==> src/rtl/hc85_seq_pkg.sv <==
// hc85_seq_pkg: shared FSM encodings, cascade reset value and NIBBLES bounds for hc85_seq.
package hc85_seq_pkg;
    typedef enum logic [1:0] {
        IDLE = 2'd0,
        RUN  = 2'd1,
        DONE = 2'd2
    } state_t;
    localparam logic [2:0] CASC_RST = 3'b010;
    localparam int NIBBLES_MIN = 1;
    localparam int NIBBLES_MAX = 8;
endpackage

==> src/rtl/hc85.sv <==
// hc85: 4-bit magnitude comparator with {lt,eq,gt} cascade inputs, 74HC85 style.
module hc85 (
    input  logic [3:0] a,
    input  logic [3:0] b,
    input  logic       lt_in,
    input  logic       eq_in,
    input  logic       gt_in,
    output logic       lt,
    output logic       eq,
    output logic       gt
);
    // Equal nibbles defer to the cascade; eq_in dominates as on the real part.
    assign eq = (a == b) & eq_in;
    assign gt = (a > b) | ((a == b) & ~eq_in & gt_in);
    assign lt = (a < b) | ((a == b) & ~eq_in & lt_in);
endmodule

==> src/rtl/hc85_seq.sv <==
// hc85_seq: serial multi-nibble unsigned magnitude compare using one hc85, LSB nibble first.
module hc85_seq
    import hc85_seq_pkg::*;
#(
    parameter int NIBBLES = 4
) (
    input  logic                 clk,
    input  logic                 rst,
    input  logic                 start,
    input  logic [4*NIBBLES-1:0] a_in,
    input  logic [4*NIBBLES-1:0] b_in,
    input  logic                 abort,
    output logic                 busy,
    output logic                 done,
    output logic                 oa_lt_b,
    output logic                 oa_eq_b,
    output logic                 oa_gt_b
);
    localparam int IW = (NIBBLES > 1) ? $clog2(NIBBLES) : 1;
    localparam logic [IW-1:0] LAST = IW'(NIBBLES - 1);

    if (NIBBLES < NIBBLES_MIN || NIBBLES > NIBBLES_MAX) begin : g_bad_nibbles
        $error("hc85_seq: NIBBLES out of range");
    end

    state_t               state, state_d;
    logic [IW-1:0]        idx;
    logic [4*NIBBLES-1:0] a_r, b_r, a_sh, b_sh;
    logic [2:0]           casc, res;
    logic                 lt, eq, gt, last;

    assign a_sh = a_r >> {idx, 2'b00};
    assign b_sh = b_r >> {idx, 2'b00};
    assign last = idx == LAST;

    hc85 u_hc85 (
        .a     (a_sh[3:0]),
        .b     (b_sh[3:0]),
        .lt_in (casc[2]),
        .eq_in (casc[1]),
        .gt_in (casc[0]),
        .lt    (lt),
        .eq    (eq),
        .gt    (gt)
    );

    always_comb begin
        state_d = IDLE;
        state_d = (state == IDLE) ? (start ? RUN : IDLE) :
                  (state == RUN)  ? (abort ? IDLE : (last ? DONE : RUN)) : IDLE;
    end

    always_ff @(posedge clk) begin
        if (rst) begin
            state <= IDLE;
            idx   <= '0;
            a_r   <= '0;
            b_r   <= '0;
            casc  <= CASC_RST;
            res   <= CASC_RST;
        end else begin
            state <= state_d;
            if (state == IDLE && start) begin
                a_r  <= a_in;
                b_r  <= b_in;
                idx  <= '0;
                casc <= CASC_RST;
            end else if (state == RUN) begin
                // idx parks at 0 on exit so it never wraps past LAST.
                idx <= (abort || last) ? '0 : idx + 1'b1;
                if (!abort) casc <= {lt, eq, gt};
                if (!abort && last) res <= {lt, eq, gt};
            end
        end
    end

    assign busy    = state == RUN;
    assign done    = state == DONE;
    assign oa_lt_b = res[2];
    assign oa_eq_b = res[1];
    assign oa_gt_b = res[0];
endmodule

==> config.mk <==
export PLATFORM = sky130hd
export DESIGN_NAME = hc85_seq
export DESIGN_NICKNAME = d
export VERILOG_FILES = /design/src/rtl/hc85_seq_pkg.sv /design/src/rtl/hc85.sv /design/src/rtl/hc85_seq.sv
export SDC_FILE = /design/constraint.sdc
export NUM_CORES = 1
export LEC_CHECK = 0
export BUFFER_PORTS_ARGS = -buffer_cell sky130_fd_sc_hd__buf_4
export CAP_MARGIN = 40
export CORE_UTILIZATION = 35
export DETAILED_ROUTE_END_ITERATION = 12
export PLACE_DENSITY_LB_ADDON = 0.1
export SLEW_MARGIN = 10
export SYNTH_ARGS = -nofsm -noshare
export SYNTH_HDL_FRONTEND = slang
export SYNTH_SLANG_ARGS = --single-unit
==> constraint.sdc <==
create_clock -name clk -period 2.4 [get_ports clk]
set_input_delay 0.24 -clock clk [delete_from_list [all_inputs] [get_ports clk]]
set_output_delay 0.24 -clock clk [all_outputs]
set_load 0.01 [all_outputs]
== After elaboration in Yosys (flattened, before gate mapping) ==
Index checks and enable logic that the tools add are counted.

* Magnitude comparators: 2
* Reduce and logical (&&, ||, !) cells: 8
* Shift operators: 2
* Mux-type cells: 6
* Bitwise logic cells: 9
* Add/subtract/negate cells: 1
* Equality and inequality tests: 4

{| class="wikitable"
|+ Operators by type and width
! kind !! number
|-
| 16-bit by 4-bit >> shifter with 4-bit output || 2
|-
| 2-bit two-way mux || 5
|-
| 1-bit bitwise AND || 4
|-
| 2-bit == test (second input constant) || 2
|-
| 4-bit == test || 1
|-
| 4-bit > comparator || 1
|-
| 4-bit < comparator || 1
|-
| 1-bit NOT || 3
|-
| 3-bit AND reduction || 1
|-
| 2-bit by 1-bit adder with 2-bit output (second input constant) || 1
|-
| 2-bit by 1-bit == test with 1-bit output (second input constant) || 1
|-
| 1-bit logical AND || 2
|-
| 2-bit logical NOT || 1
|-
| 1-bit OR || 2
|-
| 2-bit AND reduction || 1
|-
| 2-bit OR reduction || 1
|-
| 1-bit logical NOT || 1
|-
| 1-bit logical OR || 1
|-
| 1-bit two-way mux || 1
|}

* Output and inout bits: 5
* Input bits: 36
* Word-level logic and storage cells: 38
* Register bits after elaboration: 42

== Logic depth before layout (Yosys ltp) ==
Gate-level depths: netlist of the first run.

* Depth in word-level cells: 5
* Mapped depth: 8
* Gate-level depth less buffers: 7

== Modules after synthesis ==
A second synthesis of the first run with hierarchy kept.

* Cells, all modules: 173
* Area, all modules: 1898.1 µm²

{| class="wikitable"
|+ Modules (own cells, without submodules)
! module !! times used !! sequential area each (µm²) !! area an instance (µm²) !! cells an instance
|-
| hc85_seq || 1 || 840.8 || 1749.2 || 154
|-
| hc85 || 1 || 0.0 || 148.9 || 19
|}

== Worst setup path after synthesis of the first run ==
Ideal clock, no wire load.

* Kind: register -> register
* Start: register idx[0]
* End: register res[0]
* Stages on the path, launching flop included: 7
* Data arrival time: 1960 ps
* Path buffers: 1
* Required time: 2314 ps
* Slack: 354 ps
* Library setup time: 86 ps
* Clock period less this slack: 2046 ps
* Cells stage by stage: dfxtp_1 buf_6 mux4_2 ha_1 o21ai_0 a221o_1 a211oi_1

* Cells in the longest elaborated chain, start to end: 5
* Elaborated cells between the ends (all ways): 10
* Those cells by class: order compare: 1; eq/ne: 2; shift: 2; bitwise: 3; reduce/logical: 2

{| class="wikitable"
|+ Ends and longest elaborated chain
! what !! line !! source
|-
| from (decl) || hc85_seq.sv:27 || <nowiki>logic [IW-1:0] idx;</nowiki>
|-
| from (signal assigned) || hc85_seq.sv:70 || <nowiki>idx <= (abort || last) ? '0 : idx + 1'b1;</nowiki>
|-
| 16-bit by 4-bit >> shifter with 4-bit output, on equally long branches || hc85_seq.sv:32, hc85_seq.sv:33 ||
|-
| 4-bit == test || hc85.sv:14 || <nowiki>assign gt = (a > b) | ((a == b) & ~eq_in & gt_in);</nowiki>
|-
| 1-bit bitwise AND (2 in a row) || hc85.sv:14 ||
|-
| 1-bit OR || hc85.sv:14 ||
|-
| to (signal assigned) || hc85_seq.sv:72 || <nowiki>if (!abort && last) res <= {lt, eq, gt};</nowiki>
|-
| to (decl) || hc85_seq.sv:29 || <nowiki>logic [2:0] casc, res;</nowiki>
|}

Parallel ways exist; a longest one is shown, timed or not.
A chain may end at the register's enable or synchronous reset.

== Worst setup path in the final report of the first run ==
Same ends and word-level chain as after synthesis.

==> metrics.yaml, run 1 <==
status: "completed"
wl_mm: 3.943
gp_congestion: 0.7575
dp_hpwl_mm: 2.822
netlist_instances: 218
io-pin-count: 41
initial_core_util: 0.3678
relSlewSlack: 0.7077
area_delta_synth_final_pct: 21.31
met2_length_mm: 1.733
placed_cell_area_um2: 2207
m1WireLength_mm: 1.977
clock_path_buffers: 2
clk_latency_ps: 300
ys_seq_area_frac: 0.4447
grt_usage: 0.1568
drc: 0
synth_warnings: 0
wire_per_inst_um: 12.13
drt-vias-per-instance: 4.769
finalInstanceArea_um2: 2293
max_cap_violations: 0
first_iter_violations: 69
dp_slack_ps: 208.2
rsz0062_at_grt: "false"
setup_tns_ps: 0
num_rows: 26
timing.hold.ws_ps: 181.4
cts_tree: "done"
crit_path_start_kind: "register"
power_density_nw_per_um2: 616.0
synth_edf_count: 0
ys_async_sr_fraction: 0
max_freq_mhz: 456.0
slew_viol_final: 0
cts_made_buffers: 5
cts.repair.resized: 0
final.setup.worst_slack_ps: 207.1
ys.flop_type: "dfxtp_1"
postCtsHoldBufs: 0
final_common_cell: "nand2_1"
drive_gt1_frac: 0.2471
clk_pin_slew_ps: 80
clock-root-buffer: "clkbuf_8"
antenna_found_initial: 0
synth.distinct_cells: 35
nNetsFinal: 295
timing.final.crit_share: 0.9137
antennaDiodeCount: 0
worst_pin_slew_ps: 438.4
worstPathMaxFanout: 9
fillers: 586
yosys_register_bits: 42
synthesis.area_um2: 1891
cts_setup_buffers: 0
path_class: "reg2reg"
highest_layer: "met4"
grt_pass1_wl_mm: 6.520
crit_required_ps: 2610
final_core_util: 0.4462
most-common-layout-cells: "nand2_1, buf_4, dfxtp_1, a21oi_1"
gr-total-overflow: 0
setup_violations: 0
htree_levels: 2
ir_drop_mv: 0.3477
syn_avg_cell_area_um2: 8.672
min_period_ps: 2193
vias: 1550
hp-class: "in2reg"
dr.pass1.iters: 4
antenna_left: 0
finalHoldViolCount: 0
dieHeight_um: 75.50
cts_sinks: 42
core_um2: 5140
first_global_vias: 1427
dieArea_um2: 5700
met3_length_um: 164
syn_nets: 259
setup.worst_path.end_class: "register"
leakage_nw: 0.9280
io_buffer_count: 40
grt_max_degree: 43
worstPathArrival_ps: 2410
die_w_um: 75.50
finClkSkew_ps: 8.091
-- layout make-up --
cell class              instances  area (um^2)  share of cell area
well taps                      70        87.58             0.03819
repair buffers                 44        330.3              0.1440
multi-input cells             154        922.1              0.4021
clock inverters                 2        13.76            0.006001
flip-flops and latches         42        840.8              0.3666
inverters                       7        26.28             0.01146
clock buffers                   6        72.57             0.03164
-- state kept, by name, indices dropped and copies added, names as in the netlist --
signal and flops:
a_r 16, b_r 16, casc 3, idx 2, res 3, state 2
-- metal layers --
| layer | GRT usage | up-vias |
|---|---|---|
| met4 | 0.06790 | 0 |
| li1 | - | 812 |
| met5 | 0 | - |
| met3 | 0.03571 | 7 |
| met2 | 0.2401 | 33 |
| met1 | 0.2127 | 698 |
-- cells by family after synthesis --
group / synth area share
multiplexers: 0.09530
flip-flops: 0.4447
AO/OA/AOI/OAI: 0.1483
AND/OR/NAND/NOR: 0.2111
adder cells (fa/ha/maj): 0.03309
buffers and inverters: 0.06751
-- synthesized netlist by cell type, types with 2 or more instances --
library cell	n	area (um^2)
buf_4	4	30.03
ha_1	5	62.56
a21oi_1	37	185.2
nor3_1	2	10.01
mux4_2	8	180.2
inv_1	7	26.28
buf_2	4	20.02
a211oi_1	2	15.01
dfxtp_1	42	840.8
nand2_1	67	251.5
clkbuf_1	3	11.26
nor2_1	8	30.03
buf_6	2	22.52
nor2b_1	3	18.77
o21ai_0	4	20.02
-- where the power goes --
| group | internal (mW) | switching, mW | total (mW) |
|---|---|---|---|
| clock | 0.205 | 0.243 | 0.448 |
| sequential | 0.732 | 0.0214 | 0.754 |
| combinational | 0.105 | 0.106 | 0.211 |
| total | 1.04 | 0.370 | 1.41 |
-- critical path, cell delays in order (launching register included) --
cell and delay, ps:
dfxtp_1 310, buf_4 200, mux4_2 520, ha_1 370, o21ai_0 110, a221o_1 380
a211oi_1 230
-- through the flow --
stage | power (mW) | std cells
floorplan | 0.9091 | 218
global placement | 0.9812 | 317
detailed placement | 0.9838 | 317
CTS | 1.434 | 325
global route | 1.489 | 325
finish | 1.413 | 325
-- path summary, 6_finish.rpt --
check | depth (start not counted) | to | from | slack, ps
setup / recovery | 6 | res[0] | idx[0] | 210
hold / removal | 3 | a_r[9] | a_in[9] | 180
setup reg to reg | 6 | res[0] | idx[0] | 210
hold reg to reg | 2 | b_r[10] | b_r[10] | 450
Power figures use the tool's default switching activity.
==> inputs of run 2 (changes only) <==
Settings changed: CORE_UTILIZATION 35 to 53.
==> run 2 against run 1 <==
Compared with the run above:
- register-to-register slack got worse by 30 ps
- sequential share of layout area up 1.1 points
- sequential cell count unchanged
- first-iteration DRC count fell by 22%
- setup slack worse by 25 ps
- cell area is 2.8% lower
- critical path depth stayed put
- critical endpoint is now casc[2]
==> metrics.yaml, run 2 (synthesis results as in run 1) <==
gp_congestion: 0.7510  # -0.86%
ir_drop_mv: 0.3333  # -4.1%
wire_per_inst_um: 12.18  # +0.38%
worstPathArrival_ps: 2470  # +60 ps
dr.pass1.iters: 4  # unchanged
use_met3: 0.08075  # +0.04503
slew_viol_final: 0  # unchanged
use_met1: 0.2636  # +0.05083
place_inst: 292  # -7.9%
antennaDiodeCount: 0  # unchanged
hp-class: "in2reg"
min_period_ps: 2218  # +25.39 ps
power_density_nw_per_um2: 582.2  # -5.5%
drc: 0  # unchanged
rsz0062_at_grt: "false"
first_global_vias: 1342  # -6.0%
setup.worst_path.end_class: "register"
final-instance-count-excl-fill: 298  # -8.3%
antenna_found_initial: 0  # unchanged
slowest_delay_ps: 530  # about the same
grt_util_met2: 0.3487  # +0.1086
fillers: 284  # -52%
final_core_util: 0.6574  # +0.2112
most-common-layout-cells: "nand2_1, dfxtp_1, buf_4, a21oi_1"
final.setup.worst_slack_ps: 181.7  # -25.39 ps
antenna_left: 0  # unchanged
worstPathMaxFanout: 11  # +2
cts_tree: "done"
cts.repair.resized: 0  # unchanged
cts_setup_buffers: 0  # unchanged
path_class: "reg2reg"
reg_top3: "a_r x16, b_r x16"
power_mw: 1.297  # -8.2%
vias: 1558  # +0.52%
first_iter_violations: 54  # -22%
crit_required_ps: 2660  # +50 ps
drt-vias-per-instance: 5.228  # +9.6%
nNetsFinal: 294  # -0.34%
finClkSkew_ps: 4.093  # -3.997 ps
finalHoldViolCount: 0  # unchanged
clock_path_buffers: 2  # unchanged
io-pin-count: 41  # unchanged
dp_hpwl_mm: 2.590  # -8.2%
max_cap_violations: 0  # unchanged
timing.final.crit_share: 0.9243  # +0.01058
grt_pass1_wl_mm: 5.816  # -11%
relSlewSlack: 0.6222  # -0.08555
dp_slack_ps: 218.5  # +10.26 ps
area_delta_synth_final_pct: 17.87
wl_mm: 3.629  # -8.0%
grt_max_degree: 43  # unchanged
final_common_cell: "nand2_1"
io_buffer_count: 40  # unchanged
cts_sinks: 42  # unchanged
drive_gt1_frac: 0.2421  # -0.004995
leakage_nw: 0.9104  # -1.9%
cpLargestDelayFamily: "multiplexers"
gr-total-overflow: 0  # unchanged
max_freq_mhz: 450.8  # -1.1%
worst_pin_slew_ps: 566.7  # +128.3 ps
setup_violations: 0  # unchanged
crit_chain: "buf_4 > mux4_2 > ha_1 > and4_1 > a32oi_1 > a221oi_1"
postCtsHoldBufs: 0  # unchanged
clk_pin_slew_ps: 110  # +30 ps
cp.buffers_inverters: 1  # unchanged
crit_path_start_kind: "register"
cts_made_buffers: 5  # unchanged
grt_usage: 0.2164  # +0.05960
num_rows: 21  # -19%
clock-root-buffer: "clkbuf_4"
initial_core_util: 0.5578  # +0.1900
setup_tns_ps: 0  # unchanged
core_um2: 3390  # -34%
die_w_um: 61.73  # -18%
top_usage_layer: "met2"
dieArea_um2: 3810  # -33%
status: "completed"
dieHeight_um: 61.73  # -18%
htree_levels: 2  # unchanged
cp_slowest_cell: "mux4_2"
clk_latency_ps: 350  # +50 ps
-- run 2: worst paths after layout --
check,startpoint,end,slack [ps],cells after the start
max,idx[0],casc[2],180,6
min,b_in[4],b_r[4],130,3
max reg2reg,idx[0],casc[2],180,6
min reg2reg,a_r[8],a_r[8],460,2
-- run 2: final cells by class --
cell class	count	area [um^2]	area share
clock buffer	6	51.30	0.02302
inverter	7	26.28	0.01179
multi-input combinational	154	922.1	0.4138
sequential	42	840.8	0.3773
tap	46	57.56	0.02583
timing repair buffer	43	330.3	0.1482
-- run 2: per-layer routing --
| metal | routed length [um] | vias to the layer above |
|---|---|---|
| met5 | 0 | - |
| met4 | 51 | 0 |
| met3 | 168 | 5 |
| met2 | 1708 | 35 |
| met1 | 1701 | 714 |
| li1 | - | 804 |
-- run 2: report_power, final --
part           internal (mW)  total, mW  switching, mW
combinational          0.106      0.210          0.104
sequential             0.733      0.754         0.0210
clock                  0.132      0.333          0.201
-- run 2: through the flow --
stage	area [um^2]	hold WS, ps
3_3_place_gp	2162	441.2
5_1_grt	2228	105.4
2_1_floorplan	1891	376.0
3_5_place_dp	2177	445.6
6_report	2228	125.0
4_1_cts	2228	113.7
-- run 2: tightest hold or removal path: stages --
cell and delay [ps]:
buf_4 100, nand2_1 40, a21oi_1 50
==> inputs of run 3 (changes only) <==
Settings changed: RECOVER_POWER set to 50.
==> run 3 against run 2 <==
Compared with the run above:
- largest power group unchanged
- sequential power about the same
- combinational power hardly changed
- register-to-register slack about the same
- die area is the same
- setup slack improved by 0.98 ps
==> metrics.yaml, run 3 (synthesis results as in run 1) <==
clock-root-buffer: "clkbuf_4"
final-instance-count-excl-fill: 298  # unchanged
gp_congestion: 0.7510  # unchanged
m1WireLength_mm: 1.717  # +0.94%
min_period_ps: 2217  # -0.9820 ps
highest_layer: "met4"
io-pin-count: 41  # unchanged
worstPathArrival_ps: 2470  # about the same
hp-class: "in2reg"
drt-vias-per-instance: 5.255  # +0.51%
placed_cell_area_um2: 2177  # unchanged
rsz0062_at_grt: "false"
grt_max_degree: 43  # unchanged
drc: 0  # unchanged
power.switching_mw: 0.3265  # about the same
initial_core_util: 0.5578  # unchanged
setup_tns_ps: 0  # unchanged
clkPwrFrac: 0.257  # about the same
nNetsFinal: 294  # unchanged
first_iter_violations: 67  # +24%
antennaDiodeCount: 0  # unchanged
crit_required_ps: 2660  # about the same
antenna_left: 0  # unchanged
dr.pass1.iters: 4  # unchanged
dieHeight_um: 61.73  # unchanged
worst_pin_slew_ps: 919.6  # +352.9 ps
relSlewSlack: 0.3869  # -0.2353
pwr-share-seq: 0.581  # about the same
core_um2: 3390  # unchanged
drive_gt1_frac: 0.2222  # -0.01984
cts.repair.resized: 0  # unchanged
grt_pass1_wl_mm: 5.816  # unchanged
first_global_vias: 1342  # unchanged
setup.worst_path.end_class: "register"
htree_levels: 2  # unchanged
die_w_um: 61.73  # unchanged
met3_length_um: 158  # -6.0%
final_common_cell: "nand2_1"
reg_top3: "a_r x16, b_r x16"
most-common-layout-cells: "nand2_1, dfxtp_1, buf_4, a21oi_1"
max_cap_violations: 0  # unchanged
clk_pin_slew_ps: 110  # about the same
path_class: "reg2reg"
ir_drop_mv: 0.3353  # +0.60%
grt_usage: 0.2164  # unchanged
status: "completed"
crit_path_start_kind: "register"
max_freq_mhz: 451.0  # about the same
cts_setup_buffers: 0  # unchanged
dieArea_um2: 3810  # unchanged
finalHoldViolCount: 0  # unchanged
place_inst: 292  # unchanged
num_rows: 21  # unchanged
wl_mm: 3.640  # +0.30%
setup_violations: 0  # unchanged
postCtsHoldBufs: 0  # unchanged
combinationalPowerShare: 0.161  # about the same
finalInstanceArea_um2: 2206  # -1.0%
wire_per_inst_um: 12.21  # +0.30%
slew_viol_final: 0  # unchanged
cts_made_buffers: 5  # unchanged
gr-total-overflow: 0  # unchanged
internal-power_mw: 0.9701  # about the same
worstPathMaxFanout: 11  # unchanged
clk_latency_ps: 350  # about the same
leakage_nw: 0.8925  # -2.0%
dp_hpwl_mm: 2.590  # unchanged
io_buffer_count: 40  # unchanged
power_density_nw_per_um2: 587.8  # +0.96%
finClkSkew_ps: 4.818  # +0.7242 ps
cts_sinks: 42  # unchanged
cts_tree: "done"
clock_path_buffers: 2  # unchanged
switching_share: 0.2518  # about the same
met2_length_mm: 1.712  # +0.23%
vias: 1566  # +0.51%
area_delta_synth_final_pct: 16.68
antenna_found_initial: 0  # unchanged
timing.final.crit_share: 0.9239  # about the same
## run 3: cell count changes in the layout (fill, tap and decap cells not counted), sizes merged
cell,delta
buf,-4
clkbuf,+4
## run 3: final cells by class
cell class,count,area (um^2)
sequential,42,840.8
clock buffer,6,51.30
tap,46,57.56
multi-input combinational,154,914.6
inverter,7,26.28
fill,286,1184
timing repair buffer,43,315.3
## run 3: power by group through the flow
stage | logic [mW] | clock network (mW) | registers, mW
floorplan | 0.147 | 0 | 0.762
global placement | 0.204 | 0 | 0.770
detailed placement | 0.211 | 0 | 0.769
CTS | 0.212 | 0.344 | 0.753
global route | 0.236 | 0.376 | 0.759
finish | 0.209 | 0.334 | 0.754
## run 3: metrics by stage
stage / setup slack (ps) / hold slack, ps / total power [mW] / utilization
after floorplan: 354.0 / 376.0 / 0.9091 / -
after detailed placement: 218.5 / 445.6 / 0.9806 / 0.6423
after global routing: 29.43 / 105.4 / 1.371 / 0.6508
after CTS: 185.0 / 113.7 / 1.309 / 0.6574
final: 182.7 / 125.4 / 1.297 / 0.6508
after global placement: 265.6 / 441.2 / 0.9745 / 0.6379
## run 3: routing by layer
| metal | up-vias | track usage |
|---|---|---|
| met2 | 33 | 0.3487 |
| met1 | 724 | 0.2636 |
| met5 | - | 0 |
| met3 | 5 | 0.08075 |
| li1 | 804 | - |
| met4 | 0 | 0.08571 |
## run 3: final timing paths
path | from | endpoint | slack [ps] | cells after the start
worst max-delay path | idx[0] | casc[2] | 180 | 6
worst min-delay path | a_in[2] | a_r[2] | 130 | 3
worst max register to register | idx[0] | casc[2] | 180 | 6
worst min register to register | a_r[8] | a_r[8] | 460 | 2
## run 3: worst max-delay path, stage by stage (launching register included)
cell and delay [ps]:
dfxtp_1 320, buf_4 210, mux4_2 530, ha_1 360
and4_1 250, a32oi_1 140, a221oi_1 310
